<file path="src/rtl/vga_pkg.sv">
// Shared VGA constants and pixel type for the 640x480 pixel-stage blocks.
package vga_pkg;

  localparam int H_ACTIVE = 640;
  localparam int V_ACTIVE = 480;
  localparam int RGB_W    = 12;

  typedef logic [RGB_W-1:0] rgb_t;

endpackage

</file>
<file path="src/rtl/box_mover.sv">
// One axis of the bouncing square: position plus direction bit, reflecting
// off 0 and LIMIT, advancing by STEP on each frame tick while run is high.
module box_mover #(
  parameter int LIMIT = 608,
  parameter int STEP  = 2
) (
  input  logic       pix_clk,
  input  logic       reset_n,
  input  logic       tick,
  input  logic       run,
  output logic [9:0] pos
);

  localparam logic [10:0] LIMIT_W = 11'(LIMIT);
  localparam logic [10:0] STEP_W  = 11'(STEP);

  logic [9:0]  pos_reg, pos_next;
  logic        dir_reg, dir_next;
  logic [10:0] fwd;

  // 11-bit arithmetic so the forward sum cannot wrap before the limit test.
  assign fwd = {1'b0, pos_reg} + STEP_W;

  always_comb begin
    pos_next = pos_reg;
    dir_next = dir_reg;
    if (tick && run) begin
      if (!dir_reg) begin
        if (fwd >= LIMIT_W) begin
          pos_next = LIMIT_W[9:0];
          dir_next = 1'b1;
        end else begin
          pos_next = fwd[9:0];
        end
      end else if ({1'b0, pos_reg} <= STEP_W) begin
        pos_next = '0;
        dir_next = 1'b0;
      end else begin
        pos_next = pos_reg - STEP_W[9:0];
      end
    end
  end

  always_ff @(posedge pix_clk or negedge reset_n) begin
    if (!reset_n) begin
      pos_reg <= '0;
      dir_reg <= 1'b0;
    end else begin
      pos_reg <= pos_next;
      dir_reg <= dir_next;
    end
  end

  assign pos = pos_reg;

endmodule

</file>
<file path="src/rtl/bounce_renderer.sv">
// Renders a bouncing solid square over a flat background; colour and syncs
// leave through the same fixed two-register pipeline so they stay aligned.
module bounce_renderer
  import vga_pkg::*;
#(
  parameter int   BOX_SIZE  = 32,
  parameter int   STEP      = 2,
  parameter rgb_t BOX_COLOR = 12'hF80,
  parameter rgb_t BG_COLOR  = 12'h008
) (
  input  logic       pix_clk,
  input  logic       reset_n,
  input  logic [9:0] hcount,
  input  logic [9:0] vcount,
  input  logic       active,
  input  logic       hsync,
  input  logic       vsync,
  input  logic       run,
  output rgb_t       rgb,
  output logic       hsync_o,
  output logic       vsync_o
);

  localparam int XMAX = H_ACTIVE - BOX_SIZE;
  localparam int YMAX = V_ACTIVE - BOX_SIZE;

  logic       vs_d_reg;
  logic       vs_armed_reg;
  logic       tick;
  logic [9:0] box_pos [2];
  logic [9:0] box_x, box_y;

  // vs_armed_reg blocks a false edge when vsync is already high as reset releases.
  assign tick = vsync & ~vs_d_reg & vs_armed_reg;

  always_ff @(posedge pix_clk or negedge reset_n) begin
    if (!reset_n) begin
      vs_d_reg     <= 1'b0;
      vs_armed_reg <= 1'b0;
    end else begin
      vs_d_reg     <= vsync;
      vs_armed_reg <= 1'b1;
    end
  end

  genvar gi;
  generate
    for (gi = 0; gi < 2; gi++) begin : g_axis
      box_mover #(
        .LIMIT ((gi == 0) ? XMAX : YMAX),
        .STEP  (STEP)
      ) u_mover (
        .pix_clk (pix_clk),
        .reset_n (reset_n),
        .tick    (tick),
        .run     (run),
        .pos     (box_pos[gi])
      );
    end
  endgenerate

  assign box_x = box_pos[0];
  assign box_y = box_pos[1];

  logic [10:0] h_ext, v_ext, x_ext, y_ext;
  logic        in_box_next;

  assign h_ext = {1'b0, hcount};
  assign v_ext = {1'b0, vcount};
  assign x_ext = {1'b0, box_x};
  assign y_ext = {1'b0, box_y};
  assign in_box_next = (h_ext >= x_ext) && (h_ext < x_ext + 11'(BOX_SIZE)) &&
                       (v_ext >= y_ext) && (v_ext < y_ext + 11'(BOX_SIZE));

  logic in_box_d1_reg, active_d1_reg, hsync_d1_reg, vsync_d1_reg;
  rgb_t rgb_reg;
  logic hsync_o_reg, vsync_o_reg;

  always_ff @(posedge pix_clk or negedge reset_n) begin
    if (!reset_n) begin
      in_box_d1_reg <= 1'b0;
      active_d1_reg <= 1'b0;
      hsync_d1_reg  <= 1'b0;
      vsync_d1_reg  <= 1'b0;
      rgb_reg       <= '0;
      hsync_o_reg   <= 1'b0;
      vsync_o_reg   <= 1'b0;
    end else begin
      in_box_d1_reg <= in_box_next;
      active_d1_reg <= active;
      hsync_d1_reg  <= hsync;
      vsync_d1_reg  <= vsync;
      rgb_reg       <= !active_d1_reg ? rgb_t'(0) :
                       in_box_d1_reg  ? BOX_COLOR : BG_COLOR;
      hsync_o_reg   <= hsync_d1_reg;
      vsync_o_reg   <= vsync_d1_reg;
    end
  end

  assign rgb     = rgb_reg;
  assign hsync_o = hsync_o_reg;
  assign vsync_o = vsync_o_reg;

endmodule

</file>
<file path="config.mk">
export PLATFORM = sky130hd
export DESIGN_NAME = bounce_renderer
export DESIGN_NICKNAME = d
export VERILOG_FILES = /design/src/rtl/vga_pkg.sv /design/src/rtl/box_mover.sv /design/src/rtl/bounce_renderer.sv
export SDC_FILE = /design/constraint.sdc
export NUM_CORES = 1
export LEC_CHECK = 0
export CAP_MARGIN = 15
export CORE_MARGIN = 2
export CORE_UTILIZATION = 45
export CTS_CLUSTER_SIZE = 12
export DETAILED_ROUTE_END_ITERATION = 6
export PLACE_DENSITY_LB_ADDON = 0.05
export SLEW_MARGIN = 10
export SYNTH_ARGS = -nofsm -noshare
export SYNTH_HDL_FRONTEND = slang
export SYNTH_SLANG_ARGS = --single-unit
</file>
<file path="constraint.sdc">
create_clock -name pix_clk -period 2.75 [get_ports pix_clk]
set_clock_uncertainty 0.15 [all_clocks]
set_input_delay 0.55 -clock pix_clk [delete_from_list [all_inputs] [get_ports pix_clk]]
set_output_delay 0.55 -clock pix_clk [all_outputs]
set_load 0.01 [all_outputs]
</file>
Word-level counts from Yosys, hierarchy flattened
Index checks and enable logic that the tools add are counted.

cells by class
  magnitude comparators = 8
  reduce and logical (&&, ||, !) cells = 4
  bitwise gates (word level) = 3
  multiplexer cells = 14
  $add $sub $neg = 6

operators with widths
  operator                 number
  $mux W10                 6
  $mux W12                 2
  $add A10 B2 Y11 const B  2
  $add A10 B6 Y11 const B  2
  $lt A10 B11 Y1           2
  $ge A10 B10 Y1           2
  $le A10 B2 Y1 const B    2
  $sub A10 B2 Y10 const B  2
  $ge A11 B10 Y1 const B   1
  $ge A11 B9 Y1 const B    1
  $mux W1                  6
  $logic_and A1 B1 Y1      4
  $and A1 B1 Y1            2
  $not A1 Y1               1

word-level totals
  flip-flop bits (word level) = 41
  input bits = 26

Logic depth before layout (Yosys ltp)
Gate-level depths: netlist of the first run.

  word-level depth = 5
  depth in mapped cells = 10

Modules after synthesis
From an unflattened synthesis of the first run, not the netlist that was laid out.

unflattened totals
  cells, all modules = 372
  area total of the unflattened synthesis = 3046.7 um^2

modules (own cells, without submodules)
  module                         area an instance (um^2)  seq. area each (um^2)  cells each  instances
  bounce_renderer                1228.7                   225.2                  139         1
  box_mover (g_axis[0].u_mover)  987.2                    250.2                  129         1
  box_mover (g_axis[1].u_mover)  830.8                    250.2                  104         1

Worst setup path before layout of the first run
No wires, ideal clock.

  kind = reg2reg
  start = register g_axis[0].u_mover.pos_reg[1]
  end = register g_axis[0].u_mover.pos_reg[4]
  library setup time = 0.121 ns
  path buffers = 0
  stages on the path, launching flop included = 8
  required time = 2.479 ns
  setup slack = 0.572 ns
  clock period less this slack = 2.178 ns
  arrival = 1.907 ns
  path through = dfrtp_1 > ha_1 > or3b_1 > a21oi_1 > o22ai_2 > a21boi_2 > o32ai_1 > a22o_1

between the ends
  longest elaborated chain between the ends = 4
  elaborated cells on any way between the ends = 7
  those cells by class = add/sub (2); order compare (2); mux (3)

RTL lines
  element                 RTL line         source
  start, declared         box_mover.sv:17  logic [9:0] pos_reg, pos_next;
  start signal, assigned  box_mover.sv:49  pos_reg <= pos_next;
  $add A10 B2 Y11         box_mover.sv:22  assign fwd = {1'b0, pos_reg} + STEP_W;
  $ge A11 B10 Y1          box_mover.sv:29  if (fwd >= LIMIT_W) begin
  $mux W10                box_mover.sv:29
  $mux W10 *              box_mover.sv:28  if (!dir_reg) begin

Every way passes the cells marked *; elsewhere a longest branch is shown, timed or not.
A chain may end at the register's enable or synchronous reset.

Worst setup path in the final report of the first run
  start = register g_axis[0].u_mover.pos_reg[2]
  end = register g_axis[0].u_mover.pos_reg[4]

Same word-level chain as after synthesis.

==> flow_summary.toml, run 1 <==
[layout]
fin_nets = 418
largest_reg_flops = 18
fin_area_sq_um = 3230
drive_gt1_share_pct = 8.47
layout.cells.non_filler = 429
n_antenna_cell = 0
nFillCells = 584
area_delta_synth_final_pct = 15.7

[clocking]
ctsHoldBuffers = 0
htreeDepth = 2
cts_resized = 0
clockRootBuffer = "clkbuf_8"
clkLatencyLatePin_ps = 280
cts_tree = "done"
path_clk_slew_ps = 60
clockBufferDepth = 2
post_cts_buffers = 0
cts_buffers = 5
clock_sinks = 29

[critical_path]
reg2reg_depth = 7
start_kind = "register"
critPathMaxFanout = 8
r2r_start = "g_axis[0].u_mover.pos[2]"
regToRegSetupSlack_ps = 220
r2r-end = "g_axis[0].u_mover.pos[4]"
critical_path_arrival_ps = 2540
crit_required_ps = 2760
endpoint_kind = "register"
worst-setup-path-type = "register to register"

[floorplanning]
coreArea_sq_um = 5960
die-height_microns = 82.8
num_io_pins = 40
die_area_sq_um = 6850
rows = 28
die_w_microns = 82.8
floorplan.initialDensity_pct = 46.9

[pwr]
intPower_mw = 1.24
sequentialPowerShare_pct = 31.5
ir_drop_v = 0.000371
p_leak_nw = 1.30
p_sw_mw = 1.04
sw_frac_of_total_pct = 45.6
pwr-share-clk_pct = 15.7
combPwrFrac_pct = 52.9
pwr_density_cell_nw_per_um2 = 703

[timing]
drv_slew = 0
setup_viol = 0
period_share_pct = 92.0
hold_viol = 0
worst_slack_ps = 220
min_period_ps = 2530
fmax_ghz = 0.395
rsz0062_at_grt = "false"
setup_tns_ps = 0

[synth]
synth_top_area_cell = "dfrtp_1"
netlist.area_leader.share_pct = 26.0
ys.flop_type = "dfrtp_1"
seq_area_frac_synth_pct = 26.0
ys_top_cells_by_count = "ha_1, dfrtp_1, o21ai_0"
synthArstFlopShare_pct = 100
synth.distinct_cells = 59
yosys_warnings = 0
syn_avg_cell_area_sq_um = 8.59
ys_top_cells_by_area = "dfrtp_1, ha_1, o21ai_0"
synth_cells = 325
ys_ff_latch = 29
synth_most_common_cell = "ha_1"
synth_area_sq_um = 2790
synth_edf_count = 0

[global_route]
grt_pass1_vias = 2340
grt_usage_pct = 21.3
grt_first_pass_wirelength_microns = 11200
grt_max_degree = 30
antenna_found_initial = 0
overflow = 0

[placed_design]
dp_cells = 422
post-place-ws_ps = 207
gp_congestion = 0.852
hpwl_microns = 5070
placed_cell_area_sq_um = 3140
io_buffers = 31

[routing]
first_pass_iters = 4
drtAntennaViolNets = 0
postRouteWirelength_microns = 6740
vias_per_cell = 5.90
drc = 0
wl_per_cell_microns = 15.7
drt_iter0_drc = 207
vias = 2529

[status]
status = "finished, final reports clean"

[worst_hold_path]
hold_start = "hsync_d1_reg"
hold_path.class = "register to register"
hold-path-endpoint = "hsync_o"
holdPathStages = 0

[job]
drv_cap = 0
## cell families (layout without fill, tap and decap cells)
group / after synthesis / in the layout / synth area share [%]
muxes: 1 / 1 / 0.358
xor gates and xnor gates: 7 / 7 / 2.20
and+or+nand+nor: 92 / 92 / 19.1
AOI/OAI and AO/OA: 108 / 108 / 26.7
other: 2 / 7 / 0.269
DFF: 29 / 29 / 26.0
adders and majority gates: 38 / 38 / 17.0
buffers and inverters: 48 / 72 / 8.33
## power groups by stage
| stage | logic [mW] | registers (mW) | clock network (mW) |
|---|---|---|---|
| after floorplan | 0.933 | 0.638 | 0 |
| after global placement | 1.17 | 0.720 | 0 |
| final | 1.20 | 0.715 | 0.355 |
| after global routing | 1.36 | 0.740 | 0.380 |
| after detailed placement | 1.18 | 0.715 | 0 |
| after CTS | 1.19 | 0.708 | 0.367 |
## cells in the final DEF (no fill, tap or decap), types with 2 or more instances in the layout
master / count
ha_1: 38
clkdlybuf4s50_1: 31
dfrtp_1: 29
o21ai_0: 27
inv_1: 25
nor3_1: 21
a21oi_1: 17
nor2_1: 17
nand3_1: 10
nand2_1: 10
buf_4: 9
xnor2_1: 7
o21a_1: 7
nor4_1: 7
a31oi_1: 7
conb_1: 7
o22ai_1: 6
clkbuf_8: 6
nor2b_1: 5
nand4_1: 5
o32ai_1: 4
o211ai_1: 4
o31ai_1: 4
nand4b_1: 3
and2_1: 3
o21ai_1: 3
a22o_1: 3
nand3_2: 2
a211oi_1: 2
a211o_1: 2
o22a_1: 2
a22oi_1: 2
o221ai_1: 2
## through the flow
stage,total power [mW],hold WS [ps],util [%]
finish,2.27,201,54.2
global route,2.48,215,54.2
CTS,2.27,204,54.2
detailed placement,1.90,189,52.8
global placement,1.89,188,52.8
floorplan,1.57,104,-
## worst max path at each step
stage	startpoint	endpoint	slack, ps
6_report	g_axis[0].u_mover.pos[2]	g_axis[0].u_mover.pos[4]	220
5_1_grt	g_axis[0].u_mover.pos[2]	g_axis[0].u_mover.pos[4]	30
4_1_cts	g_axis[0].u_mover.pos[2]	g_axis[0].u_mover.pos[4]	250
3_5_place_dp	vcount[1]	in_box_d1_reg	210
3_3_place_gp	vcount[2]	in_box_d1_reg	220
2_1_floorplan	g_axis[0].u_mover.pos[1]	g_axis[0].u_mover.pos[4]	570
## layout make-up
type                            count  area, sq um  share of cell area [%]
Tap cell                           75         93.8                    2.90
Sequential cell                    29          726                    22.5
Timing Repair Buffer               40          378                    11.7
Clock buffer                        7         86.3                    2.67
Inverter                           25         93.8                    2.90
Multi-Input combinational cell    253         1850                    57.4
## routing by layer
layer | GRT usage, % | up-vias | routed length [microns]
li1 | - | 1267 | -
met1 | 32.2 | 1176 | 3370
met2 | 31.9 | 80 | 2920
met3 | 3.46 | 6 | 405
met4 | 4.10 | 0 | 45
met5 | 0 | - | 0
## worst max-delay path, cell delays in order, from the launching register on
cell      delay, ps
dfrtp_1         500
ha_1            350
nand3_1         220
o21a_1          250
a31oi_4         220
a21boi_2        350
o32ai_1         140
a22o_1          240
(Power assumes the default switching activity.)
==> run 2: changes to the inputs <==
--- a/config.mk
+++ b/config.mk
@@ -8,6 +8,7 @@
 export CAP_MARGIN = 15
 export CORE_MARGIN = 2
 export CORE_UTILIZATION = 45
+export CTS_CLUSTER_DIAMETER = 120
 export CTS_CLUSTER_SIZE = 12
 export DETAILED_ROUTE_END_ITERATION = 6
 export PLACE_DENSITY_LB_ADDON = 0.05
==> results of run 2 <==
The final DEF is identical to that of run 1; final timing and power are the same.
==> run 3: changes to the inputs <==
--- a/config.mk
+++ b/config.mk
@@ -6,6 +6,7 @@
 export NUM_CORES = 1
 export LEC_CHECK = 0
 export CAP_MARGIN = 15
+export CORE_ASPECT_RATIO = 1.2
 export CORE_MARGIN = 2
 export CORE_UTILIZATION = 45
 export CTS_CLUSTER_DIAMETER = 120
==> flow_summary.toml, run 3 (same netlist as run 1, synthesis figures left out) <==
[status]
status = "finished, final reports clean"

[clocking]
cts_tree = "done"
clockRootBuffer = "clkbuf_8"
cts_resized = 0
cts_buffers = 5
htreeDepth = 2
clock_sinks = 29
post_cts_buffers = 0
ctsHoldBuffers = 0
path_clk_slew_ps = 60
clkLatencyLatePin_ps = 280
clockBufferDepth = 2

[placed_design]
hpwl_microns = 5310
gp_congestion = 0.829
io_buffers = 31
post-place-ws_ps = 278
dp_cells = 429

[pwr]
ir_drop_v = 0.000443
p_leak_nw = 1.31
pwr_density_cell_nw_per_um2 = 722
power_mw = 2.37

[critical_path]
crit_required_ps = 2770
start_kind = "register"
endpoint_kind = "register"
critical_path_arrival_ps = 2520
worst-setup-path-type = "register to register"
critPathMaxFanout = 8
regToRegSetupSlack_ps = 250

[routing]
vias = 2543
postRouteWirelength_microns = 6750
drc = 0
drt_iter0_drc = 214
first_pass_iters = 4
vias_per_cell = 5.82
drtAntennaViolNets = 0
wl_per_cell_microns = 15.5

[global_route]
grt_pass1_vias = 2498
grt_usage_pct = 20.8
grt_first_pass_wirelength_microns = 11800
grt_max_degree = 30
overflow = 0
antenna_found_initial = 0

[timing]
worst_slack_ps = 252
fmax_ghz = 0.400
setup_viol = 0
min_period_ps = 2500
period_share_pct = 90.8
drv_slew = 0
hold_viol = 0
setup_tns_ps = 0
rsz0062_at_grt = "false"

[floorplanning]
coreArea_sq_um = 6010
num_io_pins = 40
rows = 31
floorplan.initialDensity_pct = 46.5
die_area_sq_um = 6850
die-height_microns = 90.3
die_w_microns = 75.9

[layout]
area_delta_synth_final_pct = 17.5
n_antenna_cell = 0
fin_nets = 418
largest_reg_flops = 18
layout.cells.non_filler = 437
drive_gt1_share_pct = 8.73
final_cell_mix = "ha_1, clkdlybuf4s50_1, dfrtp_1, o21ai_0, inv_1"
final_common_cell = "ha_1"

[job]
drv_cap = 0

[worst_hold_path]
hold_path.class = "register to register"
## run 3: cell count changes in the layout (fill, tap and decap cells not counted)
cell,change
buf_12,+1
buf_4,-1
bufinv_16,+1
## run 3: path summary, 6_finish.rpt
check,cells after the start,end,startpoint
worst max register to register,7,g_axis[0].u_mover.pos[4],g_axis[0].u_mover.pos[2]
max in group asynchronous,2,vsync_o,reset_n
min in group asynchronous,2,g_axis[1].u_mover.pos[5],reset_n
worst min-delay path,0,hsync_o,hsync_d1_reg
worst max-delay path,7,g_axis[0].u_mover.pos[4],g_axis[0].u_mover.pos[2]
worst min register to register,0,hsync_o,hsync_d1_reg
## run 3: report_power, final
group / internal (mW) / leakage, nW / switching [mW] / total, mW
Sequential: 0.525 / 0.356 / 0.190 / 0.715
Clock: 0.295 / 0.0585 / 0.169 / 0.464
Combinational: 0.514 / 0.899 / 0.677 / 1.19
## run 3: final cells by class
| class | instances | area, sq um |
|---|---|---|
| clock buffers | 7 | 86.3 |
| clock inverters | 1 | 30.0 |
| fillers | 570 | 2730 |
| inverters | 25 | 93.8 |
| multi-input cells | 253 | 1850 |
| flip-flops and latches | 29 | 726 |
| well taps | 82 | 103 |
| repair buffers | 40 | 390 |
## run 3: worst max-delay path, cell delays in order (launching register included)
cell and delay (ps):
dfrtp_1 510, ha_1 340, nand3_1 200, o21a_1 250, a31oi_4 200, a21boi_2 360, o221ai_1 190, a22o_1 200
## run 3: metal layers
metal	track usage (%)	routed length (microns)	vias to the layer above
met2	37.1	3530	73
met3	2.80	257	11
li1	-	-	1266
met4	8.33	135	0
met5	0	0	-
met1	25.4	2830	1193
## run 3: per-stage QoR
stage	instance area [sq um]	hold WS [ps]	utilization [%]
after floorplan	2810	104	-
after global placement	3170	187	52.7
after detailed placement	3170	195	52.7
after CTS	3280	211	54.6
after global routing	3280	215	54.6
final	3280	210	54.6
